==> config.mk <==
export PLATFORM = sky130hd
export DESIGN_NAME = btb
export DESIGN_NICKNAME = d
export VERILOG_FILES = /design/src/rtl/bpu_pkg.sv /design/src/rtl/sat_ctr2.sv /design/src/rtl/btb.sv
export SDC_FILE = /design/constraint.sdc
export NUM_CORES = 2
export LEC_CHECK = 0
export CORE_MARGIN = 3
export CORE_UTILIZATION = 40
export DETAILED_ROUTE_END_ITERATION = 8
export HOLD_SLACK_MARGIN = 0.08
export PLACE_DENSITY = 0.58
export SETUP_SLACK_MARGIN = 0.2
export SYNTH_ARGS = -nofsm -noshare
export SYNTH_HDL_FRONTEND = slang
export SYNTH_HIERARCHICAL = 1
export SYNTH_SLANG_ARGS = --single-unit
==> constraint.sdc <==
create_clock -name clk -period 6.4 [get_ports clk]
set_clock_uncertainty 0.1 [all_clocks]
set_input_delay 1.6 -clock clk [delete_from_list [all_inputs] [get_ports clk]]
set_output_delay 1.6 -clock clk [all_outputs]
set_load 0.02 [all_outputs]
==> src/rtl/bpu_pkg.sv <==
// bpu_pkg: shared branch-predictor types (2-bit counters, BTB entry layout)
package bpu_pkg;
    typedef logic [1:0] ctr2_t;
    localparam ctr2_t CTR_SNT = 2'b00;
    localparam ctr2_t CTR_WNT = 2'b01;
    localparam ctr2_t CTR_WT  = 2'b10;
    localparam ctr2_t CTR_ST  = 2'b11;
    localparam int WIDTH   = 32;
    localparam int ENTRIES = 16;
    localparam int IDX_W   = $clog2(ENTRIES);
    localparam int TAG_W   = WIDTH - IDX_W - 2;
    typedef struct packed {
        logic             valid;
        logic [TAG_W-1:0] tag;
        logic [WIDTH-1:0] target;
        ctr2_t            ctr;
    } btb_entry_t;
endpackage

==> src/rtl/sat_ctr2.sv <==
// sat_ctr2: next value of a 2-bit saturating direction counter
// ctr: current value; taken: resolved direction; force_strong: jump, jump straight to strong taken
// ctr_nxt: updated counter, never wraps past 00 or 11
module sat_ctr2
    import bpu_pkg::*;
(
    input  ctr2_t ctr,
    input  logic  taken,
    input  logic  force_strong,
    output ctr2_t ctr_nxt
);
    always_comb
        ctr_nxt = force_strong ? CTR_ST :
                  taken        ? ((ctr == CTR_ST)  ? CTR_ST  : ctr + 2'd1) :
                                 ((ctr == CTR_SNT) ? CTR_SNT : ctr - 2'd1);
endmodule

==> src/rtl/btb.sv <==
// btb: direct-mapped branch target buffer with 2-bit direction counters
// clk/rst: clock, sync active-high reset; pc_fetch -> branch_en/pc_target: combinational lookup
// upd_*: execute-stage resolution port, commits at the next edge; clr: invalidate all entries
module btb #(
    parameter int WIDTH   = bpu_pkg::WIDTH,
    parameter int ENTRIES = bpu_pkg::ENTRIES
) (
    input  logic             clk,
    input  logic             rst,
    input  logic [WIDTH-1:0] pc_fetch,
    output logic             branch_en,
    output logic [WIDTH-1:0] pc_target,
    input  logic             upd_en,
    input  logic [WIDTH-1:0] upd_pc,
    input  logic             upd_taken,
    input  logic             upd_is_jump,
    input  logic [WIDTH-1:0] upd_target,
    input  logic             clr
);
    import bpu_pkg::*;
    localparam int IDX_W = $clog2(ENTRIES);
    localparam int TAG_W = WIDTH - IDX_W - 2;
    btb_entry_t       mem_q [ENTRIES];
    btb_entry_t       mem_d [ENTRIES];
    logic [IDX_W-1:0] f_idx, u_idx;
    logic [TAG_W-1:0] f_tag, u_tag;
    logic             u_hit;
    ctr2_t            u_ctr_nxt;
    assign f_idx = pc_fetch[IDX_W+1:2];
    assign f_tag = pc_fetch[WIDTH-1:IDX_W+2];
    assign u_idx = upd_pc[IDX_W+1:2];
    assign u_tag = upd_pc[WIDTH-1:IDX_W+2];
    assign u_hit = mem_q[u_idx].valid && mem_q[u_idx].tag == u_tag;
    sat_ctr2 u_sat (
        .ctr          (mem_q[u_idx].ctr),
        .taken        (upd_taken),
        .force_strong (upd_is_jump),
        .ctr_nxt      (u_ctr_nxt)
    );
    // clr takes priority so a same-cycle update can never resurrect an entry
    always_comb begin
        mem_d = mem_q;
        if (clr) begin
            for (int i = 0; i < ENTRIES; i++) mem_d[i].valid = 1'b0;
        end else if (upd_en && u_hit) begin
            mem_d[u_idx].ctr = u_ctr_nxt;
            if (upd_taken) mem_d[u_idx].target = upd_target;
        end else if (upd_en && upd_taken) begin
            mem_d[u_idx] = '{valid: 1'b1, tag: u_tag, target: upd_target,
                             ctr: upd_is_jump ? CTR_ST : CTR_WT};
        end
    end
    always_ff @(posedge clk) begin
        if (rst) begin
            for (int i = 0; i < ENTRIES; i++)
                mem_q[i] <= '{valid: 1'b0, tag: '0, target: '0, ctr: CTR_WNT};
        end else begin
            mem_q <= mem_d;
        end
    end
    assign branch_en = mem_q[f_idx].valid && mem_q[f_idx].tag == f_tag && mem_q[f_idx].ctr[1];
    assign pc_target = mem_q[f_idx].target;
endmodule

==> flow_metrics.py <==
metrics = {
    "run_status": {
        "status": "finished, final reports clean",
    },
    "cts": {
        "tritoncts": "yes",
        "path_clk_slew_ns": 0.06,
        "h-tree-depth": 3,
        "numCtsBuffers": 107,
        "cts_hold_buf": 0,
        "clock_sinks": 976,
        "clk_latency_ns": 0.72,
        "clock_path_buffers": 3,
        "root_buffer": "clkbuf_16",
        "post-cts-setup-buffers": 0,
    },
    "global_routing": {
        "grt-ovfl-total": 0,
        "grt_pass1_wl_mm": 251,
        "antenna_found_initial": 14,
        "grt_usage": 0.274,
        "use_met3": 0.0515,
        "grt_pass1_vias": 37800,
        "use_met1": 0.378,
        "met2_usage": 0.431,
        "busiest_layer": "met2",
        "grt_max_degree": 188,
    },
    "layout": {
        "final_util": 0.463,
        "area_delta_synth_final_pct": 14.7,
        "fin_nets": 5160,
        "largestRegisters": "mem_q (976)",
        "top_register": "mem_q",
        "layout-drive-gt1-share": 0.164,
        "largest_register_ffs": 976,
    },
    "power": {
        "pwr-share-comb": 0.063,
        "seqPwrFrac": 0.462,
        "vdd_drop_max_mv": 0.230,
        "switching_power_mw": 3.25,
        "switching_share": 0.245,
        "p_leak_nw": 16.9,
        "intPower_mw": 10.0,
        "powerDensity_nw_per_um2": 250,
        "power_frac_clock": 0.476,
    },
    "detailed_routing": {
        "vias_per_cell": 6.02,
        "antenna_violating_nets_post_route": 0,
        "drc": 0,
        "first_pass_iters": 7,
        "wl_per_cell_um": 25.3,
        "num_vias": 40100,
        "wirelength_mm": 168,
        "drt_iter0_drc": 4845,
    },
    "sta": {
        "period_needed_ns": 6.11,
        "worstMarginPinSlew_ns": 1.36,
        "fmaxAchievable_mhz": 164,
        "period_share": 0.955,
        "hold_violations": 0,
        "rsz0062_at_grt": "no",
        "setup_viol": 0,
        "final.setup.tns_ns": 0,
        "max_slew_margin": 0.0900,
        "drv_slew": 0,
    },
    "hold_path": {
        "whs_path_depth": 2,
        "min_to": "mem_q[261]$_SDFFE_PP0P_",
        "hold_class": "reg -> reg",
        "min_from": "mem_q[261]$_SDFFE_PP0P_",
    },
    "worst_setup_path": {
        "crit_family": "multiplexers",
        "slowest_delay_ns": 0.52,
        "reg2reg_from": "mem_q[50]$_SDFFE_PP0P_",
        "rr_endpoint": "mem_q[651]$_SDFFE_PP0P_",
        "critPathRequiredTime_ns": 4.70,
        "cp_num_buf_inv": 5,
        "path_max_fanout": 24,
        "end_kind": "output pin",
        "worstSetupPathType": "in -> out",
        "r2r_cells": 11,
        "crit_chain": "buf_12 > buf_12 > mux4_2 > mux4_2 > xor2_1 > nor4_2 > buf_4 > nand4_1 > nor4_2 > buf_4 > buf_4",
        "path_common_cell": "buf_4",
        "reg2reg_slack_ns": 2.22,
        "worstPathArrival_ns": 4.41,
        "critPathLaunchType": "input port",
        "crit_slowest_cell": "mux4_2",
        "critPathLaunch": "pc_fetch[2]",
    },
    "synth": {
        "synthFlopType": "dfxtp_1",
        "yosys.area.top_type_share": 0.423,
        "synth.most_common_cell": "nand2_1",
        "synth_commonest_cells": "nand2_1 (1486), dfxtp_1 (976), a21oi_1 (941), o21ai_0 (433), clkbuf_1 (425)",
        "ys_ff_latch": 976,
        "ys_async_sr_fraction": 0,
        "yosysSeqAreaShare": 0.423,
        "synth_edf_count": 0,
        "syn_area_per_cell_um2": 8.90,
        "yosysTopAreaCell": "dfxtp_1",
        "synthTopCellsByArea": "dfxtp_1 (42%), mux4_2 (20%), nand2_1 (12%), a21oi_1 (10%), o21ai_0 (4.7%)",
        "yosysUniqueCellTypes": 43,
        "syn_inst": 5194,
        "synth_nets": 5296,
        "syn_area_um2": 46200,
        "synth_warnings": 6,
    },
    "floorplan": {
        "start_util": 0.404,
        "rows": 124,
        "fp.dieH_um": 346,
        "coreArea_um2": 115000,
        "die-area_um2": 120000,
        "fp.dieW_um": 346,
        "ios": 135,
    },
    "placement": {
        "dp_hpwl_mm": 94.4,
        "io_buffers": 130,
        "gp_congestion": 0.847,
    },
    "flow_run": {
        "maxCapViolCount": 0,
    },
}
==> final cells by class <==
type,count,area (um2)
Antenna cell,7,17.5
Multi-Input combinational cell,3643,24700
Fill cell,10800,61500
Clock inverter,37,452
Tap cell,1512,1890
Timing Repair Buffer,330,3290
Clock buffer,159,3110
Sequential cell,976,19500
==> power by group through the flow <==
stage          clock network, mW  logic [mW]  registers (mW)
2_1_floorplan                  0       0.517            6.24
3_3_place_gp                   0       0.811            6.25
3_5_place_dp                   0       0.814            6.25
4_1_cts                     6.36       0.816            6.12
5_1_grt                     6.60       0.871            6.12
6_report                    6.30       0.830            6.12
==> cells by family after synthesis <==
group	count (synthesis)	synth area share
xor+xnor	58	0.0110
flops	976	0.423
buf+inv	575	0.0517
mux	468	0.211
simple gates	1653	0.139
compound gates	1464	0.165
==> stage by stage <==
| step | power, mW | cell area (um2) | instances | hold WS (ns) | setup slack, ns |
|---|---|---|---|---|---|
| final | 13.2 | 53000 | 6664 | 0.349 | 0.287 |
| after global routing | 13.6 | 53000 | 6658 | 0.365 | 0.211 |
| after CTS | 13.3 | 52900 | 6656 | 0.352 | 0.227 |
| after detailed placement | 7.06 | 49400 | 6460 | 0.344 | 0.133 |
| after global placement | 7.06 | 49400 | 6460 | 0.339 | 0.127 |
| after floorplan | 6.76 | 46200 | 5194 | 0.333 | 0.192 |
==> metal layers <==
metal | share of wire | vias up
met5 | 0.00031 | -
met4 | 0.038 | 8
met1 | 0.41 | 19900
met2 | 0.46 | 1978
met3 | 0.097 | 387
li1 | - | 17900
==> worst max-delay path by stage <==
stage                      to  slack [ns]  depth (start not counted)
finish              branch_en        0.29                         11
global placement    branch_en        0.13                         11
detailed placement  branch_en        0.13                         11
floorplan           branch_en        0.19                          8
global route        branch_en        0.21                         11
CTS                 branch_en        0.23                         11
==> tightest hold or removal path: stages (launching register included) <==
cell and delay, ns:
dfxtp_1 0.30, nand2_1 0.05, a21oi_1 0.05
==> repair_timing <==
action / in CTS / in global routing
cloned: 0 / 1
resized for setup: 1 / 4
setup endpoints to repair: 1 / 6
==> cells in the final DEF (no fill, tap or decap), drive strengths merged, types with 16 or more instances in the layout <==
cell,count
o21ai,441
buf,209
xnor2,34
clkbuf,160
xor2,24
nor2b,26
clkinv,24
a21oi,951
nor2,65
nand3,17
o21a,16
mux4,404
nor3,26
o2bb2ai,16
a22oi,19
clkdlybuf4s50,120
mux2i,62
dfxtp,976
nand2,1486
No activity file was read; power rests on OpenSTA's default activity.
